File: src/rtl/adder_seq_if.sv
// Handshake and operand/result bundle for adder_seq.
// Optional feature macro: ADDER_SEQ_CIN_EN (adds cin_ext).
interface adder_seq_if #(
    parameter int WIDTH = 32
);
    logic             in_valid;
    logic             in_ready;
    logic             op_add;
    logic [WIDTH-1:0] a;
    logic [WIDTH-1:0] b;
`ifdef ADDER_SEQ_CIN_EN
    logic             cin_ext;
`endif
    logic             out_valid;
    logic             out_ready;
    logic [WIDTH-1:0] result;
    logic             carry;
    logic             overflow;
    logic             sign;
    logic             zero;

    modport master (
        output in_valid, op_add, a, b,
`ifdef ADDER_SEQ_CIN_EN
        output cin_ext,
`endif
        output out_ready,
        input  in_ready, out_valid, result, carry, overflow, sign, zero
    );

    modport slave (
        input  in_valid, op_add, a, b,
`ifdef ADDER_SEQ_CIN_EN
        input  cin_ext,
`endif
        input  out_ready,
        output in_ready, out_valid, result, carry, overflow, sign, zero
    );
endinterface

File: src/rtl/adder_seq.sv
// Multi-cycle add/subtract: CHUNK bits per clock with a registered ripple carry.
// Optional feature macro: ADDER_SEQ_CIN_EN (external carry/borrow-in on cin_ext).
module adder_seq #(
    parameter int WIDTH = 32,
    parameter int CHUNK = 8
) (
    input  logic        clk,
    input  logic        rst,
    adder_seq_if.slave  bus
);
    localparam int N  = WIDTH / CHUNK;
    localparam int CW = (N > 1) ? $clog2(N) : 1;

    typedef enum logic [1:0] {
        IDLE = 2'd0,
        RUN  = 2'd1,
        DONE = 2'd2
    } state_t;

    state_t           state_r;
    state_t           state_s;
    logic [WIDTH-1:0] a_r;
    logic [WIDTH-1:0] b_r;
    logic             op_add_r;
    logic             chunk_carry_r;
    logic [CW-1:0]    cnt_r;
    logic [WIDTH-1:0] result_r;
    logic             carry_r;
    logic             overflow_r;
    logic             sign_r;
    logic             zero_r;

    logic             accept_s;
    logic             last_s;
    logic             seed_s;
    logic [CHUNK:0]   sum_s;
    logic [WIDTH-1:0] result_s;

    assign accept_s = (state_r == IDLE) && bus.in_valid;
    assign last_s   = (cnt_r == CW'(N - 1));

    // Carry seed: subtraction is a + ~b + 1, with an optional borrow-in removing the +1.
    always_comb begin
`ifdef ADDER_SEQ_CIN_EN
        seed_s = bus.op_add ? bus.cin_ext : ~bus.cin_ext;
`else
        seed_s = ~bus.op_add;
`endif
    end

    // One chunk of the ripple add, merged into the partial result.
    always_comb begin
        sum_s    = {1'b0, a_r[int'(cnt_r) * CHUNK +: CHUNK]}
                 + {1'b0, b_r[int'(cnt_r) * CHUNK +: CHUNK]}
                 + {{CHUNK{1'b0}}, chunk_carry_r};
        result_s = result_r;
        result_s[int'(cnt_r) * CHUNK +: CHUNK] = sum_s[CHUNK-1:0];
    end

    // Next-state decode.
    always_comb begin
        state_s = state_r;
        case (state_r)
            IDLE: begin
                if (accept_s) state_s = RUN;
                else          state_s = IDLE;
            end
            RUN: begin
                if (last_s) state_s = DONE;
                else        state_s = RUN;
            end
            DONE: begin
                if (bus.out_ready) state_s = IDLE;
                else               state_s = DONE;
            end
            default: state_s = IDLE;
        endcase
    end

    // State register.
    always_ff @(posedge clk) begin
        if (rst) state_r <= IDLE;
        else     state_r <= state_s;
    end

    // Operand latch, chunk datapath and flag registers.
    always_ff @(posedge clk) begin
        if (rst) begin
            a_r           <= {WIDTH{1'b0}};
            b_r           <= {WIDTH{1'b0}};
            op_add_r      <= 1'b0;
            chunk_carry_r <= 1'b0;
            cnt_r         <= {CW{1'b0}};
            result_r      <= {WIDTH{1'b0}};
            carry_r       <= 1'b0;
            overflow_r    <= 1'b0;
            sign_r        <= 1'b0;
            zero_r        <= 1'b0;
        end else begin
            case (state_r)
                IDLE: begin
                    if (accept_s) begin
                        a_r           <= bus.a;
                        b_r           <= bus.op_add ? bus.b : ~bus.b;
                        op_add_r      <= bus.op_add;
                        chunk_carry_r <= seed_s;
                        cnt_r         <= {CW{1'b0}};
                    end
                end
                RUN: begin
                    result_r      <= result_s;
                    chunk_carry_r <= sum_s[CHUNK];
                    cnt_r         <= cnt_r + CW'(1);
                    if (last_s) begin
                        // b_r already holds ~b for subtract, so one overflow rule serves both ops.
                        carry_r    <= op_add_r ? sum_s[CHUNK] : ~sum_s[CHUNK];
                        overflow_r <= (a_r[WIDTH-1] == b_r[WIDTH-1]) &&
                                      (result_s[WIDTH-1] != a_r[WIDTH-1]);
                        sign_r     <= result_s[WIDTH-1];
                        zero_r     <= (result_s == {WIDTH{1'b0}});
                    end
                end
                DONE: begin
                    result_r <= result_r;
                end
                default: begin
                    result_r <= result_r;
                end
            endcase
        end
    end

    assign bus.in_ready  = (state_r == IDLE);
    assign bus.out_valid = (state_r == DONE);
    assign bus.result    = result_r;
    assign bus.carry     = carry_r;
    assign bus.overflow  = overflow_r;
    assign bus.sign      = sign_r;
    assign bus.zero      = zero_r;
endmodule

File: src/flat_wrapper.sv
// flat-port wrapper written by rule: the top's interface ports become plain ports
module adder_seq_flat 
#(
    parameter int WIDTH = 32,
    parameter int CHUNK = 8
)
  (clk, rst, bus_in_valid, bus_op_add, bus_a, bus_b, bus_out_ready, bus_in_ready, bus_out_valid, bus_result, bus_carry, bus_overflow, bus_sign, bus_zero);
  adder_seq_if #(.WIDTH(WIDTH)) bus_i ();
  input  logic clk;
  input  logic rst;
  input wire logic [$bits(bus_i.in_valid)-1:0] bus_in_valid;
  input wire logic [$bits(bus_i.op_add)-1:0] bus_op_add;
  input wire logic [$bits(bus_i.a)-1:0] bus_a;
  input wire logic [$bits(bus_i.b)-1:0] bus_b;
  input wire logic [$bits(bus_i.out_ready)-1:0] bus_out_ready;
  output wire logic [$bits(bus_i.in_ready)-1:0] bus_in_ready;
  output wire logic [$bits(bus_i.out_valid)-1:0] bus_out_valid;
  output wire logic [$bits(bus_i.result)-1:0] bus_result;
  output wire logic [$bits(bus_i.carry)-1:0] bus_carry;
  output wire logic [$bits(bus_i.overflow)-1:0] bus_overflow;
  output wire logic [$bits(bus_i.sign)-1:0] bus_sign;
  output wire logic [$bits(bus_i.zero)-1:0] bus_zero;
  assign bus_i.in_valid = bus_in_valid;
  assign bus_i.op_add = bus_op_add;
  assign bus_i.a = bus_a;
  assign bus_i.b = bus_b;
  assign bus_i.out_ready = bus_out_ready;
  assign bus_in_ready = bus_i.in_ready;
  assign bus_out_valid = bus_i.out_valid;
  assign bus_result = bus_i.result;
  assign bus_carry = bus_i.carry;
  assign bus_overflow = bus_i.overflow;
  assign bus_sign = bus_i.sign;
  assign bus_zero = bus_i.zero;
  adder_seq #(.WIDTH(WIDTH), .CHUNK(CHUNK)) u_core (.clk(clk), .rst(rst), .bus(bus_i));
endmodule
File: config.mk
export PLATFORM = sky130hd
export DESIGN_NAME = adder_seq_flat
export DESIGN_NICKNAME = d
export VERILOG_FILES = /design/src/rtl/adder_seq_if.sv /design/src/rtl/adder_seq.sv /design/src/flat_wrapper.sv
export SDC_FILE = /design/constraint.sdc
export NUM_CORES = 1
export LEC_CHECK = 0
export BUFFER_PORTS_ARGS = -buffer_cell sky130_fd_sc_hd__buf_4
export CAP_MARGIN = 20
export CORE_MARGIN = 2
export CORE_UTILIZATION = 41
export DETAILED_ROUTE_END_ITERATION = 16
export PLACE_DENSITY = 0.65
export SLEW_MARGIN = 0
export SYNTH_ARGS = -nofsm -noshare
export SYNTH_HDL_FRONTEND = slang
export SYNTH_SLANG_ARGS = --single-unit
File: constraint.sdc
create_clock -name clk -period 3.1 [get_ports clk]
set_input_delay 0.62 -clock clk [delete_from_list [all_inputs] [get_ports clk]]
set_output_delay 0.62 -clock clk [all_outputs]
set_load 0.005 [all_outputs]
==> impl_metrics.json <==
{
  "status": "finished, final reports clean",
  "period_share_pct": 94.3,
  "ir_drop_mv": 0.292,
  "fin_skew_ps": 8.39,
  "synth_ff_type": "dfxtp_1",
  "first_pass_iters": 5,
  "critical_path_depth": 11,
  "clk_path_buf_depth": 2,
  "design.core.area_um2": 12000,
  "wl_met1_um": 5830,
  "worst_setup_path_end_kind": "flip-flop",
  "path_delay_family": "compound AO/OA/AOI/OAI gates",
  "port_buffers": 106,
  "slew_violations": 0,
  "nFillCells": 1137,
  "setup_viol": 0,
  "register_area_um2": 2120,
  "synth_warnings": 0,
  "cts_tree": "done",
  "cts_hold_buf": 0,
  "power_density_nw_per_um2": 504,
  "synthesis.instances": 578,
  "p_leak_nw": 2.47,
  "slew_headroom_pct": 47.1,
  "hold_viol": 0,
  "syn_nets": 662,
  "wl_per_cell_um": 15.4,
  "highest_layer": "met4",
  "critical_path_buf_inv_count": 2,
  "layout_common_cells": "nand2_1 (136), buf_4 (122), dfxtp_1 (105)",
  "drt_first_iter_violations": 284,
  "cts_buffers": 9,
  "root_buffer": "clkbuf_16",
  "hpwl_um": 9390,
  "finalSetupTns_ps": 0,
  "die_area_um2": 13100,
  "synth_area_per_cell_um2": 8.63,
  "ys_ff_latch": 106,
  "grt_start_max_net_pins": 63,
  "worstPathCellList": "buf_12 -> mux4_2 -> fa_1 -> inv_1 -> fa_1 -> or2b_1 -> a21oi_1 -> o22ai_1 -> xnor2_1 -> a2111o_1 -> o31ai_2",
  "via_count": 4382,
  "wl_met2_um": 6110,
  "io-pin-count": 107,
  "viasPerCell": 5.29,
  "syn_area_um2": 4990,
  "cp_max_fo": 21,
  "hold_class": "reg2reg",
  "nNetsFinal": 761,
  "yosysSeqAreaShare_pct": 42.5,
  "final_common_cell": "nand2_1",
  "startpoint_type": "flip-flop",
  "route.detailed.drc": 0,
  "totalPowerFinal_mw": 3.17,
  "clkSlewWorstSetupHoldPaths_ps": 70,
  "wirelength_um": 12700,
  "cts.sinks": 106,
  "reg2reg_depth": 11,
  "period_needed_ps": 2920,
  "clock_latency_ps": 350,
  "synth_edf_count": 0,
  "critPathMaxStageDelay_ps": 400,
  "r2r-start": "u_core.cnt_r[1]",
  "cts_setup_buffers": 0,
  "multi_input_area_um2": 2700,
  "final_antenna_net_count": 0,
  "rsz0062_at_grt": "no",
  "floorplan.initialDensity_pct": 41.7,
  "synth_cell_type_count": 51,
  "maxCapViolCount": 0,
  "areaGrowthSynthToFinish_pct": 25.8,
  "critPathKind": "reg2reg",
  "cts_resized": 0,
  "die_h_um": 114,
  "h-tree-depth": 3,
  "critPathMostFrequentCell": "fa_1",
  "grt_pass1_vias": 4228,
  "fmax_mhz": 342,
  "die_x_um": 114,
  "critPathArrivalTime_ps": 3190,
  "rrSetupSlack_ps": 180,
  "fin_util_pct": 52.5,
  "antennaDiodeCount": 0,
  "synthArstFlopShare_pct": 0,
  "critical_path.endpoint": "u_core.bus.zero",
  "met3_length_um": 682,
  "layout-drive-gt1-share_pct": 24.6,
  "startpoint": "u_core.cnt_r[1]",
  "grt_pass1_wl_um": 20600,
  "crit_path_top_delay_cell": "fa_1",
  "tightest_slew_ps": 787,
  "grt_overflow_total": 0,
  "r2r_end": "u_core.bus.zero",
  "routabilityCongestion": 0.848,
  "required_ps": 3370,
  "grt_antenna_before_repair": 0,
  "grt_usage_pct": 19.9,
  "rows": 40,
  "hold_slack_ps": 452
}
-- final cells by class --
type                       instances  area share (%)
multi-input combinational        428            43.1
sequential                       106            33.8
timing repair buffer             124            15.1
clock buffer                      11            4.03
tap                              147            2.93
clock inverter                     5           0.598
inverter                           8           0.478
-- worst min-delay path: stages, from the launching register on --
cell and delay [ps]:
dfxtp_1 310, nand2_1 50, a21oi_1 50
-- registers in the layout, indices dropped and copies added (netlist names) --
| name | count |
|---|---|
| u_core.a_r | 32 |
| u_core.b_r | 32 |
| u_core.bus.carry | 1 |
| u_core.bus.overflow | 1 |
| u_core.bus.result | 32 |
| u_core.bus.sign | 1 |
| u_core.bus.zero | 1 |
| u_core.chunk_carry_r | 1 |
| u_core.cnt_r | 2 |
| u_core.op_add_r | 1 |
| u_core.state_r | 2 |
-- cells in the mapped netlist, drive strengths merged, types with 2 or more instances --
| cell | count | area share (%) |
|---|---|---|
| buf | 10 | 0.95 |
| a211oi | 3 | 0.55 |
| mux4 | 16 | 7.2 |
| xnor2 | 35 | 6.1 |
| a21o | 2 | 0.30 |
| or3 | 2 | 0.35 |
| and2 | 3 | 0.38 |
| nor2 | 50 | 3.8 |
| nor3 | 6 | 0.60 |
| nand3 | 4 | 0.40 |
| clkbuf | 26 | 2.0 |
| inv | 8 | 0.60 |
| a21oi | 78 | 7.9 |
| fa | 2 | 0.80 |
| dfxtp | 106 | 43 |
| nor2b | 3 | 0.38 |
| xor2 | 3 | 0.53 |
| a22oi | 32 | 4.8 |
| nand2 | 138 | 10 |
| o21ai | 4 | 0.40 |
| o211ai | 3 | 0.73 |
| nand2b | 4 | 0.50 |
| nor4 | 9 | 1.3 |
| o21a | 2 | 0.30 |
| ha | 13 | 3.3 |
-- through the flow --
step                instances  setup WS (ps)  area, um^2
detailed placement        813            105        5980
finish                    829            178        6280
global route              829           6.54        6280
global placement          813            184        5980
floorplan                 578           7.68        4990
CTS                       829           75.1        6270
-- power breakdown --
part           leakage (nW)  internal [mW]  switching, mW
Clock                 0.138          0.592          0.519
Sequential            0.866           1.43         0.0419
Combinational          1.47          0.271          0.315
Total                  2.47           2.29          0.876
-- cells by family after synthesis --
family	after synthesis	share of synthesized area (%)
xor gates and xnor gates	38	6.67
DFF	106	42.5
muxes	17	7.42
and+or+nand+nor	225	19.0
AOI/OAI and AO/OA	133	16.8
buffers and inverters	44	3.51
adders and majority gates	15	4.06
-- routing by layer --
layer | vias up | global-route usage [%]
met5 | - | 0
met4 | 0 | 4.39
met3 | 10 | 3.55
met2 | 111 | 33.7
met1 | 2070 | 26.7
li1 | 2191 | -
-- worst min path at each step --
stage	start	to	slack (ps)	cells after the start
CTS	u_core.b_r[21]	u_core.b_r[21]	450	2
global placement	u_core.a_r[7]	u_core.a_r[7]	440	2
global route	u_core.a_r[11]	u_core.a_r[11]	470	2
detailed placement	u_core.b_r[27]	u_core.b_r[27]	450	2
finish	u_core.b_r[27]	u_core.b_r[27]	450	2
floorplan	u_core.b_r[16]	u_core.b_r[16]	430	2
Power figures use the tool's default switching activity.
